<file path="config.mk">
export PLATFORM = sky130hd
export DESIGN_NAME = mux_rr_arbiter_flat
export DESIGN_NICKNAME = d
export VERILOG_FILES = /design/src/rtl/mux_rr_arbiter_if.sv /design/src/rtl/mux_rr_arbiter.sv /design/src/flat_wrapper.sv
export SDC_FILE = /design/constraint.sdc
export NUM_CORES = 1
export LEC_CHECK = 0
export ABC_AREA = 0
export CORE_UTILIZATION = 37
export CTS_BUF_LIST = sky130_fd_sc_hd__clkbuf_2
export CTS_CLUSTER_DIAMETER = 120
export DETAILED_ROUTE_END_ITERATION = 6
export GPL_ROUTABILITY_DRIVEN = 1
export PLACE_DENSITY = 0.58
export SLEW_MARGIN = 20
export SYNTH_ARGS = -nofsm -noshare
export SYNTH_HDL_FRONTEND = slang
export SYNTH_SLANG_ARGS = --single-unit
</file>
<file path="constraint.sdc">
create_clock -name clk -period 3.75 [get_ports clk]
set_input_delay 0.5625 -clock clk [delete_from_list [all_inputs] [get_ports clk]]
set_output_delay 0.5625 -clock clk [all_outputs]
set_load 0.03 [all_outputs]
</file>
<file path="src/rtl/mux_rr_arbiter_if.sv">
// Request/grant bundle between the 4:1 mux requesters and mux_rr_arbiter.
interface mux_rr_arbiter_if #(
  parameter int unsigned CNT_W = 4
);
  logic [3:0]       req;
  logic [3:0]       grant;
  logic [1:0]       sel;
  logic             active;
  logic [CNT_W-1:0] hold_cnt;
  logic             timeout;

  modport master (
    output req,
    input  grant, sel, active, hold_cnt, timeout
  );

  modport slave (
    input  req,
    output grant, sel, active, hold_cnt, timeout
  );
endinterface

</file>
<file path="src/rtl/mux_rr_arbiter.sv">
// Break-before-make round-robin arbiter driving the mux_c selects.
// Optional forced release after HOLD_MAX cycles: define MUX_ARB_TIMEOUT_EN.
module mux_rr_arbiter #(
  parameter int unsigned HOLD_MAX = 8,
  parameter int unsigned CNT_W    = 4
) (
  input  logic             clk,
  input  logic             rst_n,
  mux_rr_arbiter_if.slave  bus
);

`ifdef MUX_ARB_TIMEOUT_EN
  localparam bit TIMEOUT_EN = 1'b1;
`else
  localparam bit TIMEOUT_EN = 1'b0;
`endif

  localparam logic [CNT_W-1:0] HOLD_LAST = CNT_W'(HOLD_MAX - 1);

  typedef enum logic {IDLE, GRANT} state_t;

  state_t           state_q, state_n;
  logic [3:0]       grant_q, grant_n;
  logic [1:0]       sel_q, sel_n;
  logic             active_q, active_n;
  logic [CNT_W-1:0] hold_q, hold_n;
  logic             timeout_q, timeout_n;
  logic [1:0]       last_q, last_n;

  logic [1:0]       win, cand;
  logic             win_ok;

  // First requester strictly after the last owner, wrapping; last owner is checked last.
  always_comb begin
    win    = last_q;
    win_ok = 1'b0;
    cand   = '0;
    for (int unsigned i = 1; i <= 4; i++) begin
      cand = last_q + 2'(i);
      if (!win_ok && bus.req[cand]) begin
        win    = cand;
        win_ok = 1'b1;
      end
    end
  end

  always_comb begin
    state_n   = state_q;
    grant_n   = grant_q;
    sel_n     = sel_q;
    active_n  = active_q;
    hold_n    = hold_q;
    timeout_n = 1'b0;
    last_n    = last_q;
    unique case (state_q)
      IDLE: begin
        if (win_ok) begin
          state_n  = GRANT;
          grant_n  = 4'b0001 << win;
          sel_n    = win;
          active_n = 1'b1;
          hold_n   = '0;
          last_n   = win;
        end
      end
      GRANT: begin
        if (!bus.req[sel_q]) begin
          state_n  = IDLE;
          grant_n  = '0;
          active_n = 1'b0;
          hold_n   = '0;
        end else if (TIMEOUT_EN && hold_q == HOLD_LAST) begin
          state_n   = IDLE;
          grant_n   = '0;
          active_n  = 1'b0;
          hold_n    = '0;
          timeout_n = 1'b1;
        end else if (hold_q != '1) begin
          hold_n = hold_q + 1'b1;
        end
      end
      default: state_n = IDLE;
    endcase
  end

  always_ff @(posedge clk or negedge rst_n) begin
    if (!rst_n) begin
      state_q   <= IDLE;
      grant_q   <= '0;
      sel_q     <= '0;
      active_q  <= 1'b0;
      hold_q    <= '0;
      timeout_q <= 1'b0;
      last_q    <= 2'd3;
    end else begin
      state_q   <= state_n;
      grant_q   <= grant_n;
      sel_q     <= sel_n;
      active_q  <= active_n;
      hold_q    <= hold_n;
      timeout_q <= timeout_n;
      last_q    <= last_n;
    end
  end

  assign bus.grant    = grant_q;
  assign bus.sel      = sel_q;
  assign bus.active   = active_q;
  assign bus.hold_cnt = hold_q;
  assign bus.timeout  = timeout_q;

endmodule

</file>
<file path="src/flat_wrapper.sv">
// flat-port wrapper written by rule: the top's interface ports become plain ports
module mux_rr_arbiter_flat 
#(
  parameter int unsigned HOLD_MAX = 8,
  parameter int unsigned CNT_W    = 4
)
  (clk, rst_n, bus_req, bus_grant, bus_sel, bus_active, bus_hold_cnt, bus_timeout);
  mux_rr_arbiter_if #(.CNT_W(CNT_W)) bus_i ();
  input  logic clk;
  input  logic rst_n;
  input wire logic [$bits(bus_i.req)-1:0] bus_req;
  output wire logic [$bits(bus_i.grant)-1:0] bus_grant;
  output wire logic [$bits(bus_i.sel)-1:0] bus_sel;
  output wire logic [$bits(bus_i.active)-1:0] bus_active;
  output wire logic [$bits(bus_i.hold_cnt)-1:0] bus_hold_cnt;
  output wire logic [$bits(bus_i.timeout)-1:0] bus_timeout;
  assign bus_i.req = bus_req;
  assign bus_grant = bus_i.grant;
  assign bus_sel = bus_i.sel;
  assign bus_active = bus_i.active;
  assign bus_hold_cnt = bus_i.hold_cnt;
  assign bus_timeout = bus_i.timeout;
  mux_rr_arbiter #(.HOLD_MAX(HOLD_MAX), .CNT_W(CNT_W)) u_core (.clk(clk), .rst_n(rst_n), .bus(bus_i));
endmodule
</file>
==> reports/metrics.cfg <==
[hold_path]
holdCritStartpoint=u_core.last_q[1]$_DFFE_PN1P_
hp-class=reg -> reg

[setup_path]
crit_chain=clkdlybuf4s50_1
cp-startpoint=u_core.bus.hold_cnt[2]$_DFFE_PN0P_
path_max_fanout=6
worstSetupStartpointType=flop
critPathMaxStageDelay_ns=0.71
crit_arrival_ns=1.45
required_ns=3.19
crit_path_end_kind=output pin
crit_buf_inv=1
r2r_start=u_core.last_q[0]$_DFFE_PN1P_
cp_slowest_cell=clkdlybuf4s50_1
crit_family=buffers and inverters
critPathKind=reg -> out

[synth]
synth_compound_area_share_pct=19.6
synth_edf_count=0
synthesis.area_sq_um=767
ys_seq_area_share_pct=46.0
synth_top_cell_by_area=dfrtp_1
syn-num-nets=88
synthFlopType=dfrtp_1
syn_area_per_cell_sq_um=9.47
synth_area_leaders=dfrtp_1, dfstp_2, nand2_1
synthMuxAreaShare_pct=4.24
ys_types=34
synth_top_area_share_pct=39.2
async_flop_share_pct=100
synth_xor_area_share_pct=2.28
synth_top_family_by_area=simple AND/OR/NAND/NOR gates
yosys_warnings=0
synth_adder_area_share_pct=1.63
synthSimpleGateAreaFrac_pct=22.0
ys_ff_latch=14
syn-instance-count=81

[floorplan]
num_rows=16
die-area_sq_mm=0.00226
start_util_pct=39.1
die_w_um=47.5
core_area_sq_mm=0.00196
io_pins=18
die_y_um=47.5

[sta]
fin_crit_sh_pct=53.5
finalMaxSlewViolations=0
setup_viol=0
slew_headroom_pct=55.9
tns_ns=0
max_slew.worst_pin.slew_ns=0.659
final_hold_viol_count=0
skew_ns=0.00701
fmax_mhz=498
rsz0062_at_grt=no
finalCriticalPeriod_ns=2.01

[finish]
area_growth_pct=25.4
layout-drive-gt1-share_pct=8.25
fin_nets=105
diodes=0
fin_cells=124

[run]
drv_cap=0

[cts]
holdBufCountCts=0
clk_latency_ns=0.28
clock_tree.root_cell=clkbuf_2
cts_max_level=1
cts_buffers=3
clk_pin_slew_ns=0.14
cts_tree=done
clk_path_buf_depth=2
cts_resized=0
cts_num_sinks=14
cts_setup_buffers=0

[placement]
place_congestion=0.753
hpwlAfterDp_um=1100
place_inst=120
place.port_buffers=16

[global_route]
grt_pass1_wl_um=2370
grt_overflow=0
antenna_found_initial=0
first_global_vias=567
grt_max_degree=20
groute.usage.overall_pct=15.3

[power_and_ir_drop]
clkPwrFrac_pct=10.2
p_int_mw=0.394
switching_share_pct=44.8
power_density_mw_per_mm2=741
p_sw_mw=0.320
leakagePower_nw=0.410
p_seq_share_pct=40.4
pwr-share-comb_pct=49.4
ir_drop_mv=0.430

[detailed_routing]
first_iter_violations=4
antenna_left=0
vias=637
drt-vias-per-instance=5.14
drc=0
totalWireLength_um=1510
wire_per_inst_um=12.2
dr.pass1.iters=3

[run_status]
status=completed

## power groups by stage
stage	sequential [mW]	combinational, mW	clock [mW]
after floorplan	0.336	0.189	0
after global placement	0.291	0.354	0
after detailed placement	0.292	0.354	0
after CTS	0.289	0.356	0.0770
after global routing	0.300	0.384	0.0803
final	0.288	0.352	0.0725
## layout make-up
cell class,instances,area (sq um)
fillers,213,1000
clock inverters,1,3.75
repair buffers,17,168
flip-flops and latches,14,353
multi-input cells,61,385
clock buffers,3,15.0
inverters,1,3.75
well taps,27,33.8
## worst min-delay path, cell delays in order (launching register included)
cell and delay, ns:
dfstp_2 0.42, nand2_1 0.05, o21ai_0 0.07
## synth_stat cells, types with 2 or more instances
| cell | number |
|---|---|
| dfrtp_1 | 12 |
| nand2_1 | 11 |
| a21oi_1 | 5 |
| nand3_1 | 4 |
| nor2_1 | 4 |
| nand3b_1 | 3 |
| o21ai_0 | 3 |
| a31o_1 | 2 |
| a31oi_1 | 2 |
| and3b_1 | 2 |
| buf_2 | 2 |
| clkbuf_1 | 2 |
| dfstp_2 | 2 |
| nand2b_1 | 2 |
| o21ai_1 | 2 |
| o22ai_1 | 2 |
| o31ai_1 | 2 |
| or2b_1 | 2 |
| xor2_1 | 2 |
## final timing paths
kind                                                 endpoint  slack, ns  cells past startpoint
setup reg to reg              u_core.bus.grant[0]$_DFFE_PN0P_       2.23                      4
min in group asynchronous  u_core.bus.hold_cnt[3]$_DFFE_PN0P_       0.67                      1
max in group asynchronous     u_core.bus.grant[2]$_DFFE_PN0P_       2.66                      1
hold reg to reg                  u_core.last_q[1]$_DFFE_PN1P_       0.54                      2
hold / removal                   u_core.last_q[1]$_DFFE_PN1P_       0.54                      2
setup / recovery                              bus_hold_cnt[2]       1.74                      1
## cell families after synthesis
group	count (synthesis)
buffers and inverters	6
adder cells (fa/ha/maj)	1
AO/OA/AOI/OAI	23
flip-flops	14
AND/OR/NAND/NOR	32
other	1
multiplexers	2
XOR/XNOR	2
## flip-flops by register name, summed over array words and instances (netlist names)
signal,flops
u_core.bus.hold_cnt,4
u_core.last_q,2
u_core.bus.active,1
u_core.bus.grant,4
u_core.bus.sel,2
u_core.state_q,1
## layout by cell type, fill, tap and decap left out, types with 3 or more instances in the layout
cell,instances
a21oi_1,5
dfrtp_1,12
clkbuf_2,3
nand3b_1,3
nand3_1,4
nand2_1,11
clkdlybuf4s50_1,16
nor2_1,4
o21ai_0,3
## stage by stage
step	power (mW)	hold WS [ns]	utilization [%]	instance area, sq um	worst slack, ns
2_1_floorplan	0.524	0.267	-	767	2.18
3_3_place_gp	0.646	0.512	48.1	943	1.65
3_5_place_dp	0.646	0.518	48.1	943	1.64
4_1_cts	0.722	0.541	49.0	962	1.70
5_1_grt	0.765	0.567	49.0	962	1.65
6_report	0.713	0.536	49.0	962	1.74
## per-layer routing
metal	up-vias	global-route usage, %	routed length [um]
met3	2	3.40	61
li1	328	-	-
met4	0	8.33	11
met1	293	18.5	710
met5	-	0	0
met2	14	25.2	728
(Power assumes the default switching activity.)
